**src/rtl/formula_stream_if.sv**
```systemverilog
// Stream bundle for formula_stream: input operands with handshake, result with handshake and status.
// The optional o_sat_cnt signal exists only when FORMULA_SAT_CNT_EN is defined.
interface formula_stream_if #(
  parameter int N = 8,
  parameter int M = N
);
  logic                i_valid;
  logic                i_ready;
  logic                i_round;
  logic signed [N-1:0] a;
  logic signed [N-1:0] b;
  logic signed [N-1:0] c;
  logic signed [N-1:0] d;
  logic                o_valid;
  logic                o_ready;
  logic signed [M-1:0] q;
  logic                o_clamp;
  logic                o_sat;
  logic                i_clr;
`ifdef FORMULA_SAT_CNT_EN
  logic [15:0]         o_sat_cnt;
`endif

  modport slave (
    input  i_valid, i_round, a, b, c, d, o_ready, i_clr,
    output i_ready, o_valid, q, o_clamp, o_sat
`ifdef FORMULA_SAT_CNT_EN
    , output o_sat_cnt
`endif
  );

  modport master (
    output i_valid, i_round, a, b, c, d, o_ready, i_clr,
    input  i_ready, o_valid, q, o_clamp, o_sat
`ifdef FORMULA_SAT_CNT_EN
    , input o_sat_cnt
`endif
  );
endinterface

```
**src/rtl/formula_stream.sv**
```systemverilog
// Streaming q = sat_M(((a-b)*(1+3c) - 4d) / 2), 5-stage pipe with global-enable backpressure.
// Optional feature macro: FORMULA_SAT_CNT_EN adds a saturating 16-bit clamp counter (o_sat_cnt).
module formula_stream #(
  parameter int N = 8,
  parameter int M = N
) (
  input  logic           clk,
  input  logic           rstn,
  formula_stream_if.slave bus
);
  localparam int WD = N + 1;
  localparam int W1 = N + 2;
  localparam int WP = 2 * N + 3;
  localparam int WS = 2 * N + 4;
  localparam logic signed [WP-1:0] QMAX = {{(WP-M+1){1'b0}}, {(M-1){1'b1}}};
  localparam logic signed [WP-1:0] QMIN = ~QMAX;

  generate
    if (N < 2 || M < 2 || M > 2 * N + 3) begin : g_bad_param
      $error("formula_stream: illegal parameters N=%0d M=%0d", N, M);
    end
  endgenerate

  function automatic logic signed [WP-1:0] half_round(input logic signed [WS-1:0] x,
                                                      input logic rnd);
    logic signed [WS:0] t;
    t = (WS+1)'(x) + (WS+1)'(rnd);
    return WP'(t >>> 1);
  endfunction

  function automatic logic clamp_hit(input logic signed [WP-1:0] x);
    return (x > QMAX) || (x < QMIN);
  endfunction

  function automatic logic signed [M-1:0] sat_m(input logic signed [WP-1:0] x);
    if (x > QMAX) return QMAX[M-1:0];
    else if (x < QMIN) return QMIN[M-1:0];
    return x[M-1:0];
  endfunction

  logic en;
  logic vld_p1_q, vld_p2_q, vld_p3_q, vld_p4_q, vld_p5_q;
  logic rnd_p1_q, rnd_p2_q, rnd_p3_q, rnd_p4_q;
  logic signed [WD-1:0] diff_p1_d, diff_p1_q, diff_p2_q;
  logic signed [W1-1:0] c_x, c3_p1_d, c3_p1_q, c31_p2_d, c31_p2_q;
  logic signed [W1-1:0] d4_p1_d, d4_p1_q, d4_p2_q, d4_p3_q;
  logic signed [WP-1:0] prod_p3_d, prod_p3_q, res_p5_d, res_p5_q;
  logic signed [WS-1:0] sub_p4_d, sub_p4_q;
  logic                 xfer_clamp, sat_d, sat_q;

  // Every stage, valids included, moves only when the output slot is free or draining.
  assign en          = !vld_p5_q || bus.o_ready;
  assign bus.i_ready = en;

  always_comb begin
    c_x       = W1'(bus.c);
    diff_p1_d = WD'(bus.a) - WD'(bus.b);
    c3_p1_d   = c_x + (c_x <<< 1);
    d4_p1_d   = W1'(bus.d) <<< 2;
    c31_p2_d  = c3_p1_q + W1'(1);
    prod_p3_d = WP'(diff_p2_q) * WP'(c31_p2_q);
    sub_p4_d  = WS'(prod_p3_q) - WS'(d4_p3_q);
    res_p5_d  = half_round(sub_p4_q, rnd_p4_q);
  end

  always_ff @(posedge clk or negedge rstn) begin
    if (!rstn) begin
      vld_p1_q <= 1'b0;
      vld_p2_q <= 1'b0;
      vld_p3_q <= 1'b0;
      vld_p4_q <= 1'b0;
      vld_p5_q <= 1'b0;
    end else if (en) begin
      vld_p1_q <= bus.i_valid;
      vld_p2_q <= vld_p1_q;
      vld_p3_q <= vld_p2_q;
      vld_p4_q <= vld_p3_q;
      vld_p5_q <= vld_p4_q;
    end
  end

  always_ff @(posedge clk) begin
    if (en) begin
      // S1: operand pre-scaling
      diff_p1_q <= diff_p1_d;
      c3_p1_q   <= c3_p1_d;
      d4_p1_q   <= d4_p1_d;
      rnd_p1_q  <= bus.i_round;
      // S2: 1 + 3c
      diff_p2_q <= diff_p1_q;
      c31_p2_q  <= c31_p2_d;
      d4_p2_q   <= d4_p1_q;
      rnd_p2_q  <= rnd_p1_q;
      // S3: product
      prod_p3_q <= prod_p3_d;
      d4_p3_q   <= d4_p2_q;
      rnd_p3_q  <= rnd_p2_q;
      // S4: subtract 4d
      sub_p4_q  <= sub_p4_d;
      rnd_p4_q  <= rnd_p3_q;
      // S5: round and halve
      res_p5_q  <= res_p5_d;
    end
  end

  assign bus.o_valid = vld_p5_q;
  assign bus.o_clamp = clamp_hit(res_p5_q);
  assign bus.q       = sat_m(res_p5_q);

  // Clear wins over a clamped transfer in the same cycle.
  assign xfer_clamp = vld_p5_q && bus.o_ready && bus.o_clamp;
  assign sat_d      = bus.i_clr ? 1'b0 : (sat_q || xfer_clamp);

  always_ff @(posedge clk or negedge rstn) begin
    if (!rstn) sat_q <= 1'b0;
    else       sat_q <= sat_d;
  end

  assign bus.o_sat = sat_q;

`ifdef FORMULA_SAT_CNT_EN
  logic [15:0] cnt_d, cnt_q;

  always_comb begin
    cnt_d = cnt_q;
    if (bus.i_clr) cnt_d = 16'h0000;
    else if (xfer_clamp && cnt_q != 16'hFFFF) cnt_d = cnt_q + 16'h0001;
  end

  always_ff @(posedge clk or negedge rstn) begin
    if (!rstn) cnt_q <= 16'h0000;
    else       cnt_q <= cnt_d;
  end

  assign bus.o_sat_cnt = cnt_q;
`endif
endmodule
```
**src/flat_wrapper.sv**
```systemverilog
// flat-port wrapper written by rule: the top's interface ports become plain ports
module formula_stream_flat 
#(
  parameter int N = 8,
  parameter int M = N
)
  (clk, rstn, bus_i_valid, bus_i_round, bus_a, bus_b, bus_c, bus_d, bus_o_ready, bus_i_clr, bus_i_ready, bus_o_valid, bus_q, bus_o_clamp, bus_o_sat);
  formula_stream_if #(.N(N), .M(M)) bus_i ();
  input  logic clk;
  input  logic rstn;
  input wire logic [$bits(bus_i.i_valid)-1:0] bus_i_valid;
  input wire logic [$bits(bus_i.i_round)-1:0] bus_i_round;
  input wire logic [$bits(bus_i.a)-1:0] bus_a;
  input wire logic [$bits(bus_i.b)-1:0] bus_b;
  input wire logic [$bits(bus_i.c)-1:0] bus_c;
  input wire logic [$bits(bus_i.d)-1:0] bus_d;
  input wire logic [$bits(bus_i.o_ready)-1:0] bus_o_ready;
  input wire logic [$bits(bus_i.i_clr)-1:0] bus_i_clr;
  output wire logic [$bits(bus_i.i_ready)-1:0] bus_i_ready;
  output wire logic [$bits(bus_i.o_valid)-1:0] bus_o_valid;
  output wire logic [$bits(bus_i.q)-1:0] bus_q;
  output wire logic [$bits(bus_i.o_clamp)-1:0] bus_o_clamp;
  output wire logic [$bits(bus_i.o_sat)-1:0] bus_o_sat;
  assign bus_i.i_valid = bus_i_valid;
  assign bus_i.i_round = bus_i_round;
  assign bus_i.a = bus_a;
  assign bus_i.b = bus_b;
  assign bus_i.c = bus_c;
  assign bus_i.d = bus_d;
  assign bus_i.o_ready = bus_o_ready;
  assign bus_i.i_clr = bus_i_clr;
  assign bus_i_ready = bus_i.i_ready;
  assign bus_o_valid = bus_i.o_valid;
  assign bus_q = bus_i.q;
  assign bus_o_clamp = bus_i.o_clamp;
  assign bus_o_sat = bus_i.o_sat;
  formula_stream #(.N(N), .M(M)) u_core (.clk(clk), .rstn(rstn), .bus(bus_i));
endmodule
```
**config.mk**
```make
export PLATFORM = sky130hd
export DESIGN_NAME = formula_stream_flat
export DESIGN_NICKNAME = d
export VERILOG_FILES = /design/src/rtl/formula_stream_if.sv /design/src/rtl/formula_stream.sv /design/src/flat_wrapper.sv
export SDC_FILE = /design/constraint.sdc
export NUM_CORES = 1
export LEC_CHECK = 0
export ABC_AREA = 1
export BUFFER_PORTS_ARGS = -buffer_cell sky130_fd_sc_hd__buf_2
export CAP_MARGIN = 15
export CORE_MARGIN = 2
export CORE_UTILIZATION = 63
export DETAILED_ROUTE_END_ITERATION = 10
export GPL_TIMING_DRIVEN = 0
export PLACE_DENSITY_LB_ADDON = 0.1
export SETUP_SLACK_MARGIN = 0.05
export SYNTH_ARGS = -nofsm -noshare
export SYNTH_HDL_FRONTEND = slang
export SYNTH_SLANG_ARGS = --single-unit
```
**constraint.sdc**
```tcl
create_clock -name clk -period 13.2 [get_ports clk]
set_input_delay 1.32 -clock clk [delete_from_list [all_inputs] [get_ports clk]]
set_output_delay 1.32 -clock clk [all_outputs]
set_load 0.02 [all_outputs]
```
==> results.sh <==
export IMPL_status="finished clean"
export IMPL_setup_violations=0
export IMPL_worstReg2RegEnd="u_core.prod_p3_q[18]"
export IMPL_drt_pass1_iterations=5
export IMPL_ys_ff_latch=130
export IMPL_finalClockSkew_ns=0.007895
export IMPL_post_cts_buffers=0
export IMPL_synth_ff_type="edfxtp_1"
export IMPL_grt_setup_unrepaired="no"
export IMPL_reg2reg_depth=19
export IMPL_design_core_area_um2=15200
export IMPL_fmax_mhz=192.5
export IMPL_r2r_setup_slack_ns=8.00
export IMPL_end_kind="register"
export IMPL_hp_class="reg2reg"
export IMPL_drc=0
export IMPL_synth_most_common_cell="nand2_1"
export IMPL_hold_violations=0
export IMPL_ant_nets=0
export IMPL_post_route_period_util_pct=39.36
export IMPL_die_h_um=128.9
export IMPL_setup_tns_ns=0
export IMPL_top_level_ports=50
export IMPL_setup_worst_path_start_class="register"
export IMPL_worst_ep_arrival_time_ns=5.38
export IMPL_cts_sinks=130
export IMPL_start_util_pct=64.67
export IMPL_synthTopCellsByArea="edfxtp_1 (38%), fa_1 (16%), nand2_1 (10%), ha_1 (9.4%), inv_1 (8.4%)"
export IMPL_synth_top_cell_area_share_pct=37.87
export IMPL_worstHoldStart="u_core.d4_p1_q[3]"
export IMPL_yosysTopAreaCell="edfxtp_1"
export IMPL_cp_max_fo=10
export IMPL_synth_cells=1050
export IMPL_syn_area_um2=9832
export IMPL_die_w_um=128.9
export IMPL_place_congestion=0.9154
export IMPL_synth_compound_area_share_pct=3.652
export IMPL_crit_path_start="u_core.diff_p2_q[8]"
export IMPL_dieArea_um2=16620
export IMPL_n_antenna_cell=0
export IMPL_clkLatencyLatePin_ns=0.43
export IMPL_cts_tree="done"
export IMPL_max_slew_worst_pin_slew_ns=0.8948
export IMPL_drt_initial_drc_count=300
export IMPL_slew_limit_headroom_pct=40.35
export IMPL_drive_gt1_share_pct=8.392
export IMPL_grt_pass1_vias=6812
export IMPL_synth_simple_area_share_pct=17.37
export IMPL_yosys_area_share_adder_pct=25.71
export IMPL_clock_root_buffer="clkbuf_16"
export IMPL_period_minus_slack_ns=5.196
export IMPL_numCtsBuffers=17
export IMPL_dp_hpwl_um=13590
export IMPL_via_per_inst=5.155
export IMPL_cp_data_required_time_ns=13.38
export IMPL_syn_mean_instance_area_um2=9.364
export IMPL_area_delta_synth_final_pct=11.13
export IMPL_grt_pass1_wl_um=29160
export IMPL_track_usage_pct=22.50
export IMPL_drv_slew=0
export IMPL_num_rows=45
export IMPL_synth_edff_count=124
export IMPL_hold_path_depth=0
export IMPL_ys_warn_count=0
export IMPL_clk_pin_slew_ns=0.06
export IMPL_grt_max_degree=72
export IMPL_synthXorXnorAreaFrac_pct=4.632
export IMPL_final_nets=1311
export IMPL_cts_buffer_depth=2
export IMPL_maxCapViolCount=0
export IMPL_routed_wl_um=17350
export IMPL_synth_commonest_cells="nand2_1 (269), inv_1 (219), edfxtp_1 (124)"
export IMPL_synth_distinct_cells=31
export IMPL_wl_per_cell_um=13.14
export IMPL_port_buffers=49
export IMPL_cts_hold_buf=0
export IMPL_antenna_found_initial=0
export IMPL_worst_setup_path_type="reg2reg"
export IMPL_reg2reg_from="u_core.diff_p2_q[8]"
export IMPL_via_count=6805
export IMPL_ys_seq_area_share_pct=39.40
export IMPL_syn_nets=1242
export IMPL_htree_levels=4
export IMPL_overflow=0
export IMPL_synthMuxAreaShare_pct=0.1145
export IMPL_hold_end="u_core.d4_p2_q[3]"
export IMPL_async_flop_share_pct=4.615
export IMPL_synth_top_family_by_area="adder cells"
export IMPL_ctsResizeCount=0
state kept, by name (all words and copies together) (netlist names), 8 cells and up:
register and cells:
u_core.d4_p2_q 8, u_core.d4_p1_q 8, u_core.c31_p2_q 10, u_core.diff_p2_q 9, u_core.res_p5_q 19, u_core.prod_p3_q 19
u_core.c3_p1_q 10, u_core.sub_p4_q 20, u_core.diff_p1_q 9, u_core.d4_p3_q 8
metal layers:
layer  vias to the layer above  routed length [um]  global-route usage (%)
met5                         -                   0                       0
met4                         0                 386                   8.504
met3                        37                 476                   3.617
met2                       133                9489                   44.35
met1                      3205                6999                   23.83
li1                       3430                   -                       -
critical path, cell delays in order, from the launching register on:
cell,delay [ns]
edfxtp_1,0.41
clkinv_1,0.29
or2_2,0.39
fa_1,0.51
fa_1,0.54
inv_1,0.05
fa_1,0.50
fa_1,0.57
fa_1,0.42
ha_1,0.36
nand2_1,0.14
inv_1,0.05
nand2_1,0.06
nand2_1,0.06
nor2_1,0.21
nor2_1,0.08
nor2_1,0.13
inv_1,0.06
nand2_1,0.07
nand2_1,0.05
how the worst max path moves through the flow:
stage / endpoint / slack (ns)
after detailed placement: u_core.prod_p3_q[18] / 8.00
after global routing: u_core.prod_p3_q[18] / 7.75
after floorplan: bus_i_ready / 7.67
after CTS: u_core.prod_p3_q[18] / 7.99
after global placement: bus_i_ready / 6.10
final: u_core.prod_p3_q[18] / 8.00
stage by stage:
stage / setup slack, ns / util [%] / instance area (um^2) / hold slack, ns / instances
after detailed placement: 8.003 / 68.07 / 10350 / 0.4045 / 1288
after global routing: 7.748 / 71.88 / 10930 / 0.4234 / 1320
after CTS: 7.989 / 71.88 / 10930 / 0.4149 / 1320
after floorplan: 7.675 / - / 9832 / 0.4003 / 1050
final: 8.004 / 71.88 / 10930 / 0.4154 / 1320
after global placement: 6.096 / 67.84 / 10310 / 0.4007 / 1287
kinds of logic (layout without fill, tap and decap cells):
logic type      after synthesis  in the layout
buf+inv                     239            321
mux                           1              1
xor+xnor                     52             52
simple gates                407            407
flops                       130            130
compound gates               67             67
fa+ha+maj                   154            154
cell type report:
type / instances / area, um^2
Sequential cell: 130 / 3874
Clock inverter: 9 / 67.56
Inverter: 220 / 825.8
Timing Repair Buffer: 50 / 272.8
Fill cell: 1096 / 4275
Tap cell: 188 / 235.2
Clock buffer: 23 / 511.7
Multi-Input combinational cell: 681 / 5069
Buffer: 19 / 71.32
cells in the final DEF, fill, tap and decap left out, types with 18 or more instances in the layout:
master / count
clkbuf_1: 22
xnor2_1: 18
ha_1: 74
a21oi_1: 37
xor2_1: 34
o21ai_0: 20
edfxtp_1: 124
nand2_1: 268
clkbuf_16: 20
inv_1: 219
nand3_1: 40
fa_1: 80
buf_2: 49
nor2_1: 60
Power is not shown: default switching activity piles up to over one toggle a cycle in this logic, so the estimate is an artifact.
